**src/rtl/flush_ctrl_if.sv**
```systemverilog
// flush_ctrl_if: flush request / redirect / maintenance handshake bundle.
// master = pipeline and cache side, slave = flush controller.
interface flush_ctrl_if #(
   parameter int NUM_SRC = 8,
   parameter int PC_W    = 32
);
   logic [NUM_SRC-1:0]      flush_req;
   logic [NUM_SRC*PC_W-1:0] flush_pc;
   logic [NUM_SRC-1:0]      flush_out;
   logic                    redirect_valid;
   logic [PC_W-1:0]         redirect_pc;
   logic                    front_hold;
   logic                    maint_req;
   logic                    maint_ack;
   logic                    busy;
   logic [NUM_SRC*32-1:0]   perf_cnt;

   modport master (
      output flush_req, flush_pc, maint_ack,
      input  flush_out, redirect_valid, redirect_pc, front_hold,
             maint_req, busy, perf_cnt
   );

   modport slave (
      input  flush_req, flush_pc, maint_ack,
      output flush_out, redirect_valid, redirect_pc, front_hold,
             maint_req, busy, perf_cnt
   );
endinterface

```
**src/rtl/flush_ctrl.sv**
```systemverilog
// flush_ctrl: pipeline flush/redirect controller.
// Oldest requesting stage (highest index) wins; a single redirect is
// registered to fetch. Sources marked in SYNC_MASK first run a maintenance
// req/ack handshake with the caches/tlb while the front end is held.
// Optional: define FLUSH_PERF_CNT_EN for per-source saturating win counters.
module flush_ctrl #(
   parameter int                 NUM_SRC   = 8,
   parameter int                 PC_W      = 32,
   parameter logic [NUM_SRC-1:0] SYNC_MASK = 8'b0001_0000
) (
   input  logic        clk,
   input  logic        rstn,
   flush_ctrl_if.slave bus
);
   localparam int IDX_W = (NUM_SRC > 1) ? $clog2(NUM_SRC) : 1;

   typedef enum logic [1:0] {IDLE, WAIT_ACK, REDIR} state_t;

   state_t            state, state_nxt;
   logic [IDX_W-1:0]  win_idx, win_idx_nxt;
   logic [PC_W-1:0]   win_pc, win_pc_nxt;
   logic [IDX_W-1:0]  hi_idx;
   logic [PC_W-1:0]   hi_pc;
   logic              any_req;
   logic              capture;
   logic              redirect_valid;
   logic [PC_W-1:0]   redirect_pc;
   logic              maint_req;
   logic              front_hold;

   // Thermometer flush: boundary k flushes if any stage at or older than k asks
   always_comb begin : flush_therm
      logic acc;
      acc           = 1'b0;
      bus.flush_out = '0;
      for (int k = NUM_SRC - 1; k >= 0; k--) begin
         acc = acc | bus.flush_req[k];
         bus.flush_out[k] = acc;
      end
   end

   // Priority pick: highest set request index is the oldest stage
   always_comb begin
      hi_idx = '0;
      for (int i = 0; i < NUM_SRC; i++)
         if (bus.flush_req[i]) hi_idx = IDX_W'(i);
   end

   assign any_req = |bus.flush_req;
   assign hi_pc   = bus.flush_pc[int'(hi_idx)*PC_W +: PC_W];

   // Next state and winner capture
   always_comb begin
      state_nxt = state;
      capture   = 1'b0;
      case (state)
         WAIT_ACK: begin
            if (any_req && (hi_idx > win_idx)) begin
               // An older stage takes over. Without an ack the in-flight
               // maintenance still has to finish; with an ack it is done,
               // so the new winner decides whether another round is needed.
               capture   = 1'b1;
               state_nxt = (bus.maint_ack && !SYNC_MASK[hi_idx]) ? REDIR : WAIT_ACK;
            end else if (bus.maint_ack) begin
               state_nxt = REDIR;
            end
         end
         default: begin
            // IDLE and REDIR treat a new request identically
            state_nxt = IDLE;
            if (any_req) begin
               capture   = 1'b1;
               state_nxt = SYNC_MASK[hi_idx] ? WAIT_ACK : REDIR;
            end
         end
      endcase
      win_idx_nxt = capture ? hi_idx : win_idx;
      win_pc_nxt  = capture ? hi_pc  : win_pc;
   end

   // State, winner and registered outputs (all follow the next state)
   always_ff @(posedge clk or negedge rstn) begin
      if (!rstn) begin
         state          <= IDLE;
         win_idx        <= '0;
         win_pc         <= '0;
         redirect_valid <= 1'b0;
         redirect_pc    <= '0;
         maint_req      <= 1'b0;
         front_hold     <= 1'b0;
      end else begin
         state          <= state_nxt;
         win_idx        <= win_idx_nxt;
         win_pc         <= win_pc_nxt;
         redirect_valid <= (state_nxt == REDIR);
         if (state_nxt == REDIR) redirect_pc <= win_pc_nxt;
         maint_req      <= (state_nxt == WAIT_ACK);
         front_hold     <= (state_nxt == WAIT_ACK);
      end
   end

   assign bus.redirect_valid = redirect_valid;
   assign bus.redirect_pc    = redirect_pc;
   assign bus.maint_req      = maint_req;
   assign bus.front_hold     = front_hold;
   assign bus.busy           = (state != IDLE);

`ifdef FLUSH_PERF_CNT_EN
   logic [31:0] win_cnt [NUM_SRC];

   for (genvar k = 0; k < NUM_SRC; k++) begin : g_cnt
      // Count captures of source k as winner, sticking at all-ones
      always_ff @(posedge clk or negedge rstn) begin
         if (!rstn)
            win_cnt[k] <= '0;
         else if (capture && (hi_idx == IDX_W'(k)) && (win_cnt[k] != 32'hFFFF_FFFF))
            win_cnt[k] <= win_cnt[k] + 32'd1;
      end
      assign bus.perf_cnt[k*32 +: 32] = win_cnt[k];
   end
`else
   assign bus.perf_cnt = '0;
`endif

endmodule

```
**src/flat_wrapper.sv**
```systemverilog
// flat-port wrapper written by rule: the top's interface ports become plain ports
module flush_ctrl_flat 
#(
   parameter int                 NUM_SRC   = 8,
   parameter int                 PC_W      = 32,
   parameter logic [NUM_SRC-1:0] SYNC_MASK = 8'b0001_0000
)
  (clk, rstn, bus_flush_req, bus_flush_pc, bus_maint_ack, bus_flush_out, bus_redirect_valid, bus_redirect_pc, bus_front_hold, bus_maint_req, bus_busy, bus_perf_cnt);
  flush_ctrl_if #(.NUM_SRC(NUM_SRC), .PC_W(PC_W)) bus_i ();
  input  logic clk;
  input  logic rstn;
  input wire logic [$bits(bus_i.flush_req)-1:0] bus_flush_req;
  input wire logic [$bits(bus_i.flush_pc)-1:0] bus_flush_pc;
  input wire logic [$bits(bus_i.maint_ack)-1:0] bus_maint_ack;
  output wire logic [$bits(bus_i.flush_out)-1:0] bus_flush_out;
  output wire logic [$bits(bus_i.redirect_valid)-1:0] bus_redirect_valid;
  output wire logic [$bits(bus_i.redirect_pc)-1:0] bus_redirect_pc;
  output wire logic [$bits(bus_i.front_hold)-1:0] bus_front_hold;
  output wire logic [$bits(bus_i.maint_req)-1:0] bus_maint_req;
  output wire logic [$bits(bus_i.busy)-1:0] bus_busy;
  output wire logic [$bits(bus_i.perf_cnt)-1:0] bus_perf_cnt;
  assign bus_i.flush_req = bus_flush_req;
  assign bus_i.flush_pc = bus_flush_pc;
  assign bus_i.maint_ack = bus_maint_ack;
  assign bus_flush_out = bus_i.flush_out;
  assign bus_redirect_valid = bus_i.redirect_valid;
  assign bus_redirect_pc = bus_i.redirect_pc;
  assign bus_front_hold = bus_i.front_hold;
  assign bus_maint_req = bus_i.maint_req;
  assign bus_busy = bus_i.busy;
  assign bus_perf_cnt = bus_i.perf_cnt;
  flush_ctrl #(.NUM_SRC(NUM_SRC), .PC_W(PC_W), .SYNC_MASK(SYNC_MASK)) u_core (.clk(clk), .rstn(rstn), .bus(bus_i));
endmodule
```
**config.mk**
```make
export PLATFORM = sky130hd
export DESIGN_NAME = flush_ctrl_flat
export DESIGN_NICKNAME = d
export VERILOG_FILES = /design/src/rtl/flush_ctrl_if.sv /design/src/rtl/flush_ctrl.sv /design/src/flat_wrapper.sv
export SDC_FILE = /design/constraint.sdc
export NUM_CORES = 1
export LEC_CHECK = 0
export CAP_MARGIN = 20
export CORE_AREA = 2 2 221 223
export CTS_CLUSTER_DIAMETER = 50
export DETAILED_ROUTE_END_ITERATION = 16
export DIE_AREA = 0 0 223 225
export SLEW_MARGIN = 20
export SYNTH_ARGS = -nofsm -noshare
export SYNTH_HDL_FRONTEND = slang
export SYNTH_SLANG_ARGS = --single-unit
```
**constraint.sdc**
```tcl
create_clock -name clk -period 1.85 [get_ports clk]
set_input_delay 0.2775 -clock clk [delete_from_list [all_inputs] [get_ports clk]]
set_output_delay 0.2775 -clock clk [all_outputs]
set_load 0.01 [all_outputs]
```
# Word level (Yosys, flattened, before mapping)
# Memories as Yosys holds them, arrays and structs flattened.
# Index checks and enable logic that the tools add are counted.
# classes
magnitude_cmp	2
eq_ne	3
shifts	1
mux	18
bitwise_logic	7
n_reduce_logical	5
# ops
cell	n
variable part select 256 x 9 -> 32 bit	1
2-to-1 mux 32 bit	1
2-to-1 mux 3 bit	6
2-to-1 mux 2 bit	6
OR reduction 8 bit	1
OR 1 bit	7
2-to-1 mux 1 bit	5
equality test 2 x 1 -> 1 bit (second input constant)	2
< comparator 3 x 4 -> 1 bit (second input constant)	1
> comparator 3 bit	1
equality test 2 bit (second input constant)	1
logical AND 1 bit	2
nonzero test 2 bit	1
zero test 1 bit	1
# totals
ff_bits	71
rom_bits	8
output_inout_bits	300
wordCells	43
n_memories	1
# mem_list
name	words	width	read_ports	rd_clocked_by_memory_dff	wr	line	source
(no name shown)	8	1	1	0	0	flush_ctrl.sv:63	state_nxt = (bus.maint_ack && !SYNC_MASK[hi_idx]) ? REDIR : WAIT_ACK;

# Depth between registers and ports, before layout
# depth
ltp_word	15
ltp_mapped	14
depth_no_buf	10

# Least setup slack after synthesis
# OpenSTA, ideal clock, no wires.
# synth_path
kind	in2reg
start	input bus_flush_req[2]
end	register u_core.redirect_pc[26], in the netlist u_core.bus.redirect_pc[26]
setup_ps	82
arrival_time_ps	2602
path_slack_ps	-834
cell_stages	12
path_cell_list	nor2_1 -> o31ai_1 -> buf_2 -> buf_2 -> ha_1 -> nand3_1 -> o21ai_0 -> o21ba_2 -> nor3_1 -> clkbuf_1 -> a22oi_2 -> a31oi_1
# synth_via
elab_chain_len	14
word_cells_on_any_way	24
cone_classes	order compare (1); eq/ne (1); shift (1); mux (16); reduce/logical (4); memory (1)
# synth_lines
element	line	source
from (decl)	flat_wrapper.sv:12	input wire logic [$bits(bus_i.flush_req)-1:0] bus_flush_req;
2-to-1 mux 3 bit * (6 in series)	flush_ctrl.sv:46	if (bus.flush_req[i]) hi_idx = IDX_W'(i);
net u_core.hi_idx[1]	flush_ctrl.sv:22	logic [IDX_W-1:0] hi_idx;
memory (8 x 1 bit)	-	
2-to-1 mux 1 bit (not written as such)	flush_ctrl.sv:73	state_nxt = SYNC_MASK[hi_idx] ? WAIT_ACK : REDIR;
zero test 1 bit	flush_ctrl.sv:63	
logical AND 1 bit	flush_ctrl.sv:63	
2-to-1 mux 2 bit	flush_ctrl.sv:63	
2-to-1 mux 2 bit	flush_ctrl.sv:58	if (any_req && (hi_idx > win_idx)) begin
2-to-1 mux 2 bit	flush_ctrl.sv:56	case (state)
equality test 2 bit	flush_ctrl.sv:96	if (state_nxt == REDIR) redirect_pc <= win_pc_nxt;
to (signal assigned)	flush_ctrl.sv:96	
to (decl)	flush_ctrl.sv:27	logic [PC_W-1:0] redirect_pc;
# The timed path passes the listed nets; every way through them passes the cells marked *. The select of a mux whose other input is x is not followed.
# A chain may end at the register's enable or synchronous reset.

# Final worst setup path
# layout_path
start	input bus_flush_req[6]
end	register u_core.redirect_pc[28], in the netlist u_core.bus.redirect_pc[28]
# layout_via
elab_chain_len	10
word_cells_on_any_way	20
cone_classes	order compare (1); eq/ne (1); shift (1); mux (12); reduce/logical (4); memory (1)
# layout_lines
element	line
2-to-1 mux 3 bit (2 in series)	flush_ctrl.sv:46
memory (8 x 1 bit)	-
2-to-1 mux 1 bit (not written as such)	flush_ctrl.sv:73
zero test 1 bit	flush_ctrl.sv:63
logical AND 1 bit	flush_ctrl.sv:63
2-to-1 mux 2 bit	flush_ctrl.sv:63
2-to-1 mux 2 bit	flush_ctrl.sv:58
2-to-1 mux 2 bit	flush_ctrl.sv:56
equality test 2 bit	flush_ctrl.sv:96
# Several ways; a longest one is shown, not always the timed one. The select of a mux whose other input is x is not followed.

==> impl_metrics.json <==
{
  "gr-usage-met1_pct": 9.771,
  "setup_viol": 49,
  "fin_crit_sh_pct": 105.5,
  "insertion_delay_ps": 360,
  "nets": 1253,
  "slew_headroom_pct": 63.87,
  "synth_seq_cells": 71,
  "synthCells": 634,
  "criticalPathCategory": "in2reg",
  "fmax_mhz": 512.1,
  "p_leak_nw": 4.597,
  "synth.area.top_cells": "buf_4 31%, dfrtp_1 27%, mux4_2 22%",
  "grt.overflow.total": 0,
  "grt_pass1_vias": 5204,
  "maxCapViolations": 0,
  "die_w_um": 223,
  "status": "finished with violations",
  "top_usage_layer": "met2",
  "fp-row-count": 80,
  "grt_pass1_wl_um": 33570,
  "finalCriticalPeriod_ps": 1953,
  "dieArea_mm2": 0.05018,
  "drtAntennaViolNets": 0,
  "ir_drop_uv": 380.0,
  "met2_usage_pct": 17.71,
  "slew_viol_final": 0,
  "worst_setup_path_start_kind": "input port",
  "wl_per_cell_um": 15.82,
  "syn_area_mm2": 0.006524,
  "met3_usage_pct": 3.807,
  "grt_start_max_net_pins": 72,
  "violations": "negative setup slack",
  "die_y_um": 225,
  "grt_setup_unrepaired": "true",
  "worstMarginPinSlew_ps": 541.9,
  "post_drt_via_cell_ratio": 3.352,
  "hold_viol": 0,
  "powerDensity_mw_per_mm2": 548.7,
  "vias": 5374,
  "yosysSeqAreaShare_pct": 27.23,
  "drcViolationCount": 0,
  "p_total_mw": 5.954,
  "io_buffers": 310,
  "hold_slack_ps": 390.6,
  "yosysWarnings": 0,
  "tns_ps": -2125,
  "antenna_found_initial": 2,
  "cp.required_ps": 2080,
  "drt-initial-drc-count": 169,
  "synth_top_area_share_pct": 30.61,
  "grt_usage_pct": 9.519,
  "hold_class": "in2reg",
  "pin_count": 567,
  "critPathCaptureType": "flop",
  "cts_made_buffers": 9,
  "clockBufferDepth": 2,
  "gp_congestion": 0.7351,
  "start_util_pct": 13.72,
  "clkTransAtPathRegs_ps": 60,
  "syn2layout_area_growth_pct": 66.34,
  "hpwl_um": 18640,
  "cp_max_fo": 6,
  "numClockSinks": 71,
  "yosys.area.top_type": "buf_4",
  "post_synth.cell_area_avg_um2": 10.29,
  "drtPass1Iterations": 4,
  "cts_htree_levels": 3,
  "routed_wl_um": 25360,
  "cts_tree": "built",
  "final_util_pct": 22.82,
  "ys_types": 37,
  "root_buffer": "clkbuf_16",
  "dp_slack_ps": -1005,
  "drive_gt1_share_pct": 24.92,
  "finalClockSkew_ps": 4.550,
  "core_mm2": 0.04755,
  "finalWorstSetupSlack_ps": -102.6,
  "arrival_ps": 2180
}
## final timing paths
kind                                    from  slack, ps  depth (start not counted)                          to
setup / recovery            bus_flush_req[6]       -100                         13  u_core.bus.redirect_pc[28]
hold / removal              bus_flush_req[7]        390                          4             u_core.state[0]
setup reg to reg           u_core.win_idx[1]        -70                          9  u_core.bus.redirect_pc[28]
hold reg to reg            u_core.win_pc[20]        500                          2           u_core.win_pc[20]
max in group asynchronous               rstn       1010                          3  u_core.bus.redirect_pc[10]
min in group asynchronous               rstn        500                          3  u_core.bus.redirect_pc[24]
## worst max-delay path, cell delays in order
cell and delay, ps:
buf_8 100, buf_6 110, buf_4 130, nor2_4 100, o31ai_4 90, ha_4 230, a211oi_4 250, o21ba_4 220
nor3_4 60, buf_8 150, buf_12 150, a22oi_2 190, a31oi_4 110
## stage by stage
step	cell area [um2]	std cells
after detailed placement	9829	1559
after global routing	10850	1602
after CTS	10800	1603
final	10850	1603
after floorplan	7779	889
after global placement	9829	1559
## metal layers
layer	routed length (um)	part of all wire (%)
met1	9002	35
met4	510	2.0
met3	2391	9.4
met5	10	0.039
met2	13440	53
## layout make-up
class                      instances  area [um2]
antenna                            1       2.502
clock buffer                      10       239.0
clock inverter                     5       57.56
fill                            5152       36690
inverter                           9       43.79
multi-input combinational        519        4000
sequential                        71        1777
tap                              615       769.5
timing repair buffer             373        3963
## sequential cells by signal (all words and copies together) (netlist names)
register                   flops
u_core.win_pc                 32
u_core.bus.maint_req           1
u_core.bus.redirect_valid      1
u_core.win_idx                 3
u_core.bus.redirect_pc        32
u_core.state                   2
## what timing repair did
item,in CTS,in global routing
hold buffers,1,0
hold endpoints to repair,71,0
gates cloned,9,1
gates resized for setup,116,30
endpoints found under the setup margin,80,67
setup buffers,19,2
pin swaps,43,61
## Yosys cell counts
library cell and n:
a31oi_1 34, nor3_4 1, o21ai_4 1, a22oi_1 27, nor4b_2 1, dfrtp_1 71
conb_1 1, nand2_2 1, or2_2 2, buf_4 266, inv_2 1, nor3_1 1
nand2_1 65, nor2_1 37, a22oi_2 5, mux4_2 64, inv_1 8, nand3_1 1
nor3_2 1, a31oi_2 1, o21ba_2 1, o21ai_0 2, o31a_1 1, clkbuf_1 6
mux2i_1 1, nor4_4 1, or3_1 1, a21oi_1 4, a21o_1 1, buf_1 2
o31ai_1 1, nand2b_1 2, ha_1 3, buf_2 12, buf_6 4, a211oi_1 1
o2bb2ai_1 2
## where the power goes
| group | switching [mW] | leakage (nW) | total [mW] | internal [mW] |
|---|---|---|---|---|
| Combinational | 1.00 | 3.63 | 2.27 | 1.27 |
| Sequential | 0.105 | 0.823 | 1.87 | 1.77 |
| Clock | 0.735 | 0.149 | 1.81 | 1.07 |
## cells in the final DEF (no fill, tap or decap), types with 10 or more instances in the layout
cell	count
a31oi_1	32
buf_4	31
conb_1	256
nand2_1	31
buf_6	11
dfrtp_1	71
clkdlybuf4s50_1	296
nand2_2	14
buf_12	16
clkbuf_16	10
a22oi_2	28
mux4_2	64
nor2_1	34
nand2_4	21
## cell families after synthesis
| group | Yosys count | synth area share [%] |
|---|---|---|
| fa+ha+maj | 3 | 0.5754 |
| simple gates | 114 | 7.556 |
| mux | 65 | 22.25 |
| compound gates | 81 | 9.129 |
| other cells | 1 | 0.05748 |
| flops | 71 | 27.23 |
| buf+inv | 299 | 33.20 |
Note: power is estimated with default switching activity, not from simulation.
